File: src/rtl/dma_timing_control_if.sv
// ============================================================================
// Module : dma_timing_control_if
// Brief  : Request/hold/bus-strobe bundle between the host side and the DMA
//          timing-and-control stage.
// Rev    : 1.0  initial release
// ============================================================================
`default_nettype none

interface dma_timing_control_if;
  logic [3:0] DREQ;
  logic       HLDA;
  logic       CS_N;
  logic [7:0] commandReg;
  logic [7:0] xferType;
  logic [3:0] maskReg;
  logic       tc;

  logic       programCondition;
  logic       HRQ;
  logic [3:0] DACK;
  logic       AEN;
  logic       ADSTB;
  logic       MEMR_N;
  logic       MEMW_N;
  logic       IOR_N;
  logic       IOW_N;
  logic       EOP_N;
  logic       decrement;
  logic [1:0] activeChannel;

  modport master (
    output DREQ, HLDA, CS_N, commandReg, xferType, maskReg, tc,
    input  programCondition, HRQ, DACK, AEN, ADSTB, MEMR_N, MEMW_N,
           IOR_N, IOW_N, EOP_N, decrement, activeChannel
  );

  modport slave (
    input  DREQ, HLDA, CS_N, commandReg, xferType, maskReg, tc,
    output programCondition, HRQ, DACK, AEN, ADSTB, MEMR_N, MEMW_N,
           IOR_N, IOW_N, EOP_N, decrement, activeChannel
  );
endinterface

`default_nettype wire

File: src/rtl/dma_timing_control.sv
// ============================================================================
// Module : dma_timing_control
// Brief  : 8237-style DMA timing and control: DREQ arbitration, HRQ/HLDA
//          handshake and single-transfer SI..S4 sequencing.
// Rev    : 1.0  initial release
// ============================================================================
`default_nettype none

module dma_timing_control #(
  parameter int NUM_CH = 4
) (
  input  logic                 CLK,
  input  logic                 RESET,
  dma_timing_control_if.slave  bus
);

  localparam logic [2:0] c_st_si = 3'd0;
  localparam logic [2:0] c_st_s0 = 3'd1;
  localparam logic [2:0] c_st_s1 = 3'd2;
  localparam logic [2:0] c_st_s2 = 3'd3;
  localparam logic [2:0] c_st_s3 = 3'd4;
  localparam logic [2:0] c_st_s4 = 3'd5;

  logic [2:0]        r_state;
  logic [2:0]        w_next;
  logic [1:0]        r_chan;
  logic [1:0]        r_prio;
  logic [NUM_CH-1:0] w_elig;
  logic [1:0]        w_base;
  logic [1:0]        w_idx;
  logic [1:0]        w_winner;
  logic              w_any;
  logic [1:0]        w_type;
  logic              w_rd_mem;
  logic              w_rd_io;
  logic              w_unused_cmd;

  logic       r_hrq, r_aen, r_adstb, r_dec;
  logic       r_memr_n, r_memw_n, r_ior_n, r_iow_n, r_eop_n;
  logic [3:0] r_dack;

  assign w_elig       = bus.DREQ & ~bus.maskReg & {NUM_CH{~bus.commandReg[2]}};
  assign w_unused_cmd = ^{bus.commandReg[7:5], bus.commandReg[3], bus.commandReg[1:0]};

  // Scan from the lowest-priority offset down so the highest-priority hit wins.
  always_comb begin
    w_any    = 1'b0;
    w_winner = 2'd0;
    w_idx    = 2'd0;
    w_base   = bus.commandReg[4] ? r_prio : 2'd0;
    for (int k = NUM_CH - 1; k >= 0; k--) begin
      w_idx = w_base + 2'(k);
      if (w_elig[w_idx]) begin
        w_any    = 1'b1;
        w_winner = w_idx;
      end
    end
  end

  always_comb begin
    w_type = 2'b00;
    case (r_chan)
      2'd0: w_type = bus.xferType[1:0];
      2'd1: w_type = bus.xferType[3:2];
      2'd2: w_type = bus.xferType[5:4];
      default: w_type = bus.xferType[7:6];
    endcase
  end

  assign w_rd_mem = (w_type == 2'b10);
  assign w_rd_io  = (w_type == 2'b01);

  always_comb begin
    w_next = c_st_si;
    case (r_state)
      c_st_si: w_next = w_any ? c_st_s0 : c_st_si;
      c_st_s0: begin
        if (!w_elig[r_chan])  w_next = c_st_si;
        else if (bus.HLDA)    w_next = c_st_s1;
        else                  w_next = c_st_s0;
      end
      c_st_s1: w_next = bus.HLDA ? c_st_s2 : c_st_si;
      c_st_s2: w_next = bus.HLDA ? c_st_s3 : c_st_si;
      c_st_s3: w_next = bus.HLDA ? c_st_s4 : c_st_si;
      default: w_next = c_st_si;
    endcase
  end

  // Outputs are registered from the next state so they are valid throughout the state.
  always_ff @(posedge CLK or posedge RESET) begin
    if (RESET) begin
      r_state  <= c_st_si;
      r_chan   <= 2'd0;
      r_prio   <= 2'd0;
      r_hrq    <= 1'b0;
      r_aen    <= 1'b0;
      r_adstb  <= 1'b0;
      r_dack   <= 4'b0000;
      r_dec    <= 1'b0;
      r_memr_n <= 1'b1;
      r_memw_n <= 1'b1;
      r_ior_n  <= 1'b1;
      r_iow_n  <= 1'b1;
      r_eop_n  <= 1'b1;
    end else begin
      r_state <= w_next;
      if (r_state == c_st_si && w_any) r_chan <= w_winner;
      if (r_state == c_st_s4)          r_prio <= r_chan + 2'd1;
      r_hrq    <= (w_next != c_st_si);
      r_aen    <= (w_next == c_st_s1) || (w_next == c_st_s2) ||
                  (w_next == c_st_s3) || (w_next == c_st_s4);
      r_adstb  <= (w_next == c_st_s1);
      r_dack   <= ((w_next == c_st_s2) || (w_next == c_st_s3) || (w_next == c_st_s4))
                  ? (4'b0001 << r_chan) : 4'b0000;
      r_memr_n <= !(((w_next == c_st_s2) || (w_next == c_st_s3)) && w_rd_mem);
      r_ior_n  <= !(((w_next == c_st_s2) || (w_next == c_st_s3)) && w_rd_io);
      r_memw_n <= !((w_next == c_st_s3) && w_rd_io);
      r_iow_n  <= !((w_next == c_st_s3) && w_rd_mem);
      r_dec    <= (w_next == c_st_s4);
      r_eop_n  <= !((w_next == c_st_s4) && bus.tc);
    end
  end

  assign bus.programCondition = !bus.CS_N & !bus.HLDA;
  assign bus.HRQ              = r_hrq;
  assign bus.DACK             = r_dack;
  assign bus.AEN              = r_aen;
  assign bus.ADSTB            = r_adstb;
  assign bus.MEMR_N           = r_memr_n;
  assign bus.MEMW_N           = r_memw_n;
  assign bus.IOR_N            = r_ior_n;
  assign bus.IOW_N            = r_iow_n;
  assign bus.EOP_N            = r_eop_n;
  assign bus.decrement        = r_dec;
  assign bus.activeChannel    = r_chan;

endmodule

`default_nettype wire

File: src/flat_wrapper.sv
// flat-port wrapper written by rule: the top's interface ports become plain ports
module dma_timing_control_flat 
#(
  parameter int NUM_CH = 4
)
  (CLK, RESET, bus_DREQ, bus_HLDA, bus_CS_N, bus_commandReg, bus_xferType, bus_maskReg, bus_tc, bus_programCondition, bus_HRQ, bus_DACK, bus_AEN, bus_ADSTB, bus_MEMR_N, bus_MEMW_N, bus_IOR_N, bus_IOW_N, bus_EOP_N, bus_decrement, bus_activeChannel);
  dma_timing_control_if bus_i ();
  input  logic CLK;
  input  logic RESET;
  input wire logic [$bits(bus_i.DREQ)-1:0] bus_DREQ;
  input wire logic [$bits(bus_i.HLDA)-1:0] bus_HLDA;
  input wire logic [$bits(bus_i.CS_N)-1:0] bus_CS_N;
  input wire logic [$bits(bus_i.commandReg)-1:0] bus_commandReg;
  input wire logic [$bits(bus_i.xferType)-1:0] bus_xferType;
  input wire logic [$bits(bus_i.maskReg)-1:0] bus_maskReg;
  input wire logic [$bits(bus_i.tc)-1:0] bus_tc;
  output wire logic [$bits(bus_i.programCondition)-1:0] bus_programCondition;
  output wire logic [$bits(bus_i.HRQ)-1:0] bus_HRQ;
  output wire logic [$bits(bus_i.DACK)-1:0] bus_DACK;
  output wire logic [$bits(bus_i.AEN)-1:0] bus_AEN;
  output wire logic [$bits(bus_i.ADSTB)-1:0] bus_ADSTB;
  output wire logic [$bits(bus_i.MEMR_N)-1:0] bus_MEMR_N;
  output wire logic [$bits(bus_i.MEMW_N)-1:0] bus_MEMW_N;
  output wire logic [$bits(bus_i.IOR_N)-1:0] bus_IOR_N;
  output wire logic [$bits(bus_i.IOW_N)-1:0] bus_IOW_N;
  output wire logic [$bits(bus_i.EOP_N)-1:0] bus_EOP_N;
  output wire logic [$bits(bus_i.decrement)-1:0] bus_decrement;
  output wire logic [$bits(bus_i.activeChannel)-1:0] bus_activeChannel;
  assign bus_i.DREQ = bus_DREQ;
  assign bus_i.HLDA = bus_HLDA;
  assign bus_i.CS_N = bus_CS_N;
  assign bus_i.commandReg = bus_commandReg;
  assign bus_i.xferType = bus_xferType;
  assign bus_i.maskReg = bus_maskReg;
  assign bus_i.tc = bus_tc;
  assign bus_programCondition = bus_i.programCondition;
  assign bus_HRQ = bus_i.HRQ;
  assign bus_DACK = bus_i.DACK;
  assign bus_AEN = bus_i.AEN;
  assign bus_ADSTB = bus_i.ADSTB;
  assign bus_MEMR_N = bus_i.MEMR_N;
  assign bus_MEMW_N = bus_i.MEMW_N;
  assign bus_IOR_N = bus_i.IOR_N;
  assign bus_IOW_N = bus_i.IOW_N;
  assign bus_EOP_N = bus_i.EOP_N;
  assign bus_decrement = bus_i.decrement;
  assign bus_activeChannel = bus_i.activeChannel;
  dma_timing_control #(.NUM_CH(NUM_CH)) u_core (.CLK(CLK), .RESET(RESET), .bus(bus_i));
endmodule
File: config.mk
export PLATFORM = sky130hd
export DESIGN_NAME = dma_timing_control_flat
export DESIGN_NICKNAME = d
export VERILOG_FILES = /design/src/rtl/dma_timing_control_if.sv /design/src/rtl/dma_timing_control.sv /design/src/flat_wrapper.sv
export SDC_FILE = /design/constraint.sdc
export NUM_CORES = 1
export LEC_CHECK = 0
export ABC_AREA = 1
export CORE_UTILIZATION = 43
export DETAILED_ROUTE_END_ITERATION = 10
export GPL_TIMING_DRIVEN = 0
export PLACE_DENSITY_LB_ADDON = 0.15
export SKIP_LAST_GASP = 1
export SLEW_MARGIN = 20
export SYNTH_ARGS = -nofsm -noshare
export SYNTH_HDL_FRONTEND = slang
export SYNTH_SLANG_ARGS = --single-unit
File: constraint.sdc
create_clock -name CLK -period 1.8 [get_ports CLK]
set_clock_uncertainty 0.05 [all_clocks]
set_input_delay 0.45 -clock CLK [delete_from_list [all_inputs] [get_ports CLK]]
set_output_delay 0.45 -clock CLK [all_outputs]
set_load 0.1 [all_outputs]
Word level (Yosys, flattened, before mapping)
Index checks and enable logic that the tools add are counted.

word-level totals
  register bits after elaboration = 20
  input bits = 29
  output and inout bits = 16
  word-level logic and storage cells = 90

operators by class
  add/sub/neg operators = 4
  $lt $le $gt $ge = 5
  equality and inequality tests = 13
  shifts and indexed selects = 1
  multiplexer cells = 28
  bitwise gates (word level) = 5
  reductions and logical operators = 21

operators by type and width
  kind                                                                           number
  2-bit by 3-bit less-than comparator with 1-bit output (second input constant)  5
  3-bit case mux with 5 select lines                                             1
  2-bit two-way mux                                                              7
  3-bit by 2-bit == test with 1-bit output (second input constant)               4
  3-bit == test (second input constant)                                          4
  1-bit binary-select mux with 2-bit select                                      5
  1-bit two-way mux                                                              10
  3-bit two-way mux                                                              3
  4-bit AND                                                                      2
  1-bit zero test                                                                7
  1-bit logical AND                                                              6
  2-bit case mux with 3 select lines                                             1
  1-bit logical OR                                                               5
  2-bit by 1-bit adder with 2-bit output (second input constant)                 2
  2-bit adder (second input constant)                                            2
  2-bit by 1-bit == test with 1-bit output (second input constant)               2
  2-bit == test (second input constant)                                          2
  4-bit two-way mux                                                              1
  4-bit inverter                                                                 1
  1-bit by 2-bit left shift with 4-bit output (first input constant)             1
  3-bit by 1-bit == test with 1-bit output (second input constant)               1
  3-bit zero test                                                                1
  3-bit nonzero test                                                             1
  2-bit zero test                                                                1
  other kinds (2)                                                                2

Depth between registers and ports, before layout
  depth in word-level cells = 15
  depth in mapped cells = 12
  gate-level depth less buffers = 12

Worst setup path after synthesis
No wires, ideal clock.

  path type = input-to-output
  start point = input port bus_HLDA
  end point = output port bus_programCondition
  arrival = 1.703 ns
  data required time = 1.300 ns
  setup slack = -0.403 ns
  stages on the path = 1
  buffers on the path = 0
  path through = nor2_1

on the way
  longest elaborated chain between the ends = 2

RTL lines
  what             RTL line                   text
  from (decl)      flat_wrapper.sv:11         input wire logic [$bits(bus_i.HLDA)-1:0] bus_HLDA;
  1-bit zero test  dma_timing_control.sv:124  assign bus.programCondition = !bus.CS_N & !bus.HLDA;
  1-bit AND        dma_timing_control.sv:124
  to (decl)        flat_wrapper.sv:17         output wire logic [$bits(bus_i.programCondition)-1:0] bus_programCondition;

No other way between the ends.

Final worst setup path
Same ends and word-level chain as after synthesis.

==> metrics.md <==
| Metric | Value |
|---|---|
| Outcome | `finished with violations` |
| Failing checks | `setup timing` |
| Share of power burned in registers | `31.4%` |
| P_int | `990.1 uW` |
| Slew Limit Headroom | `50.12%` |
| Number of antenna-violating nets in the routed design | `0` |
| H-tree Lvls | `1` |
| Share of synthesized cell area in full adder, half adder and majority cells | `5.411%` |
| Final Max Tran Viols | `0` |
| Largest family of logic cells by synthesized area | `simple AND/OR/NAND/NOR gates` |
| Synth Area in Compound Gates | `5.303%` |
| Final design utilization | `64.46%` |
| Sw frac | `about half` |
| Wire per inst | `12.34 microns` |
| Final WS setup | `-0.03608 ns` |
| Clk sinks | `20` |
| Vias in the first global route | `1,025` |
| Setup TNS Final | `-0.03608 ns` |
| Slowest-stage cell, CP | `clkdlybuf4s50_1` |
| Hold crit path type | `input pin to async pin` |
| Kind of cell adding the most delay to the critical path | `buffers and inverters` |
| Starting Density | `between 40% and 50%` |
| Area growth from synthesis to layout | `39.39%` |
| Synth Area in XOR/XNOR | `0%` |
| I/O pin cnt | `45` |
| CTS tree | `built` |
| Clk slew on worst S/H paths | `0.11 ns` |
| Setup repair bufs after CTS | `0` |
| DRT iter0 DRCs | `27` |
| Cells after synthesis | `around 150` |
| Crit path cell chain | `clkdlybuf4s50_1 -> nor2_2 -> clkbuf_4` |
| Number of CTS-inserted buffers | `3` |
| Mapped Area | `1156 sq um` |
| Crit path time final | `1.836 ns` |
| CP Class | `input pin to output port` |
| Commonest non-fill, non-tap cell in the layout | `nand2_1` |
| Root buffer cell | `clkbuf_4` |
| RSZ-0062 raised after global routing | `yes` |
| Share of cells above drive strength 1 | `25.13%` |
| CP required | `1.30 ns` |
| Mux cell area share after synthesis | `0.9740%` |
| CP Data Arrival Time | `1.34 ns` |
| Vias per cell | `4.968` |
| Die ar. | `2900 sq um` |
| Sequential fraction of the synthesis area | `43.83%` |
| Total of max-cap violations | `0` |
| Port bufs | `38` |
| Number of library cell types mapped by synthesis | `24` |
| Total routed wirelength | `roughly 2.7 mm` |
| Nets | `226` |
| Hold buffer count at cts | `0` |
| Synth Net Count | `183` |
| Clock share of power | `12.8%` |
| Vias | `1,098` |
| Fmax | `544.6 MHz` |
| DRC violations left | `0` |
| PwrDens | `~1300 nW/um^2` |
| HPWL Detailed | `between 2 and 2.5 mm` |
| NetSw | `roughly 1100 uW` |
| Comb pwr share | `between 50% and 60%` |
| Final Hold Fails | `0` |
| Final worst path period share | `102.0%` |
| Die Width | `53.85 microns` |
| Cell Rows | `18` |
| Core footprint | `2500 sq um` |
| Gp weighted congestion | `0.7738` |
| Lkg Pwr | `0.0008629 uW` |
| Max rail drop VDD | `approximately 0.68 mV` |
| Endpoints failing setup | `1` |
| Worst setup EP type | `output port` |
| CTS Buffer Depth | `2` |
| Measured slew at the worst slew-check pin | `about 0.75 ns` |
| Die Span Y | `53.85 microns` |
| Ant diodes | `0` |
| Worst-path maximum fanout | `3` |
| Avg Inst Size Synth | `7.759 sq um` |
| Max stage delay on crit path | `0.45 ns` |
| Simple-gate share of the synthesized area | `35.50%` |
| Startpoint types | `input pin` |
| Grt ovf | `0` |
| CP bufs+invs | `2` |
| Pre-antenna DRT Iters | `4` |
| First-pass GRT wire length | `around 4.3 mm` |
| Most frequent cells in the layout | `nand2_1, inv_1, clkdlybuf4s50_1` |
| GRT Util Overall | `20.91%` |
| Clock Latency Late Sink | `0.30 ns` |
| Yosys warnings | `0` |
| Initial antenna violation count | `0` |
| Flop and latch count out of synthesis | `20` |
| Largest net degree at the start of global routing | `21` |
[metal layers]
metal	routed length (microns)	part of all wire [%]	vias to the layer above	global-route usage, %
met3	96	3.5	7	3.672
met4	58	2.1	0	7.895
met2	1472	54	29	38.89
met5	0	0	-	0
li1	-	-	555	-
met1	1101	40	507	23.25
[kinds of logic (layout without fill, tap and decap cells)]
| logic type | count (synthesis) | count (layout) |
|---|---|---|
| flops | 20 | 20 |
| compound gates | 9 | 9 |
| fa+ha+maj | 5 | 5 |
| mux | 1 | 1 |
| simple gates | 87 | 87 |
| buf+inv | 27 | 69 |
[power groups by stage]
stage | clock (uW) | combinational, uW | sequential (uW)
finish | 261 | 1140 | 642
floorplan | 0 | 505 | 988
CTS | 266 | 1120 | 635
global placement | 0 | 1110 | 638
global route | 284 | 1240 | 654
detailed placement | 0 | 1150 | 643
[stage by stage]
stage	power [uW]	cell area, sq um	instances	worst slack (ns)	hold WS (ns)
2_1_floorplan	1492	1164	149	0.06128	0.3601
3_5_place_dp	1796	1582	217	-0.8552	0.4878
5_1_grt	2178	1612	221	-0.06995	0.5812
3_3_place_gp	1751	1582	217	-0.8456	0.4813
4_1_cts	2024	1588	221	-0.1348	0.5203
6_report	2044	1612	221	-0.03608	0.5163
[state kept, by name, indices dropped and copies added (netlist names)]
signal,count
u_core.bus.IOW_N,1
u_core.bus.IOR_N,1
u_core.bus.HRQ,1
u_core.bus.ADSTB,1
u_core.bus.activeChannel,2
u_core.r_prio,2
u_core.bus.DACK,4
u_core.r_state,3
u_core.bus.MEMW_N,1
u_core.bus.decrement,1
u_core.bus.AEN,1
u_core.bus.MEMR_N,1
u_core.bus.EOP_N,1
[worst paths after layout]
kind                                                         startpoint                                       to  slack, ns  cells past startpoint
worst max-delay path                                           bus_HLDA                     bus_programCondition      -0.04                      3
worst min register to register              u_core.r_state[1]$_DFF_PP0_           u_core.bus.decrement$_DFF_PP0_       0.54                      3
max in group asynchronous                                         RESET  u_core.bus.activeChannel[0]$_DFFE_PP0P_       0.64                      2
min in group CLK                            u_core.r_state[1]$_DFF_PP0_           u_core.bus.decrement$_DFF_PP0_       0.54                      3
worst min-delay path                                              RESET           u_core.bus.decrement$_DFF_PP0_       0.52                      2
worst max register to register  u_core.bus.activeChannel[0]$_DFFE_PP0P_              u_core.bus.MEMW_N$_DFF_PP1_       0.13                      7
[cells in the mapped netlist]
master,instances,area share (%)
nand2_1,40,13
inv_1,25,8.1
nand3_1,19,8.2
dfrtp_1,15,32
nor2_1,11,3.6
nand2_2,6,3.2
dfstp_2,5,11
ha_1,5,5.4
nor2_2,3,1.6
o21ai_0,3,1.3
a22o_1,2,1.5
nand3_2,2,1.7
o22ai_1,2,1.1
a21oi_2,1,0.76
inv_2,1,0.32
inv_4,1,0.54
mux2_2,1,0.97
nand3b_1,1,0.65
nand4_1,1,0.54
nor3_1,1,0.43
nor3_2,1,0.87
nor4_1,1,0.54
nor4_2,1,1.1
o211ai_1,1,0.65
[cell type report]
| type | instances | area [sq um] |
|---|---|---|
| fillers | 216 | 888.4 |
| inverters | 27 | 103.9 |
| repair buffers | 38 | 357.8 |
| flip-flops and latches | 20 | 511.7 |
| clock buffers | 4 | 36.28 |
| well taps | 30 | 37.54 |
| multi-input cells | 102 | 564.3 |
[what timing repair did]
item,4_1_cts,5_1_grt
gates resized for setup,64,7
pin swaps,0,0
endpoints found under the setup margin,16,7
Power figures use the tool's default switching activity.
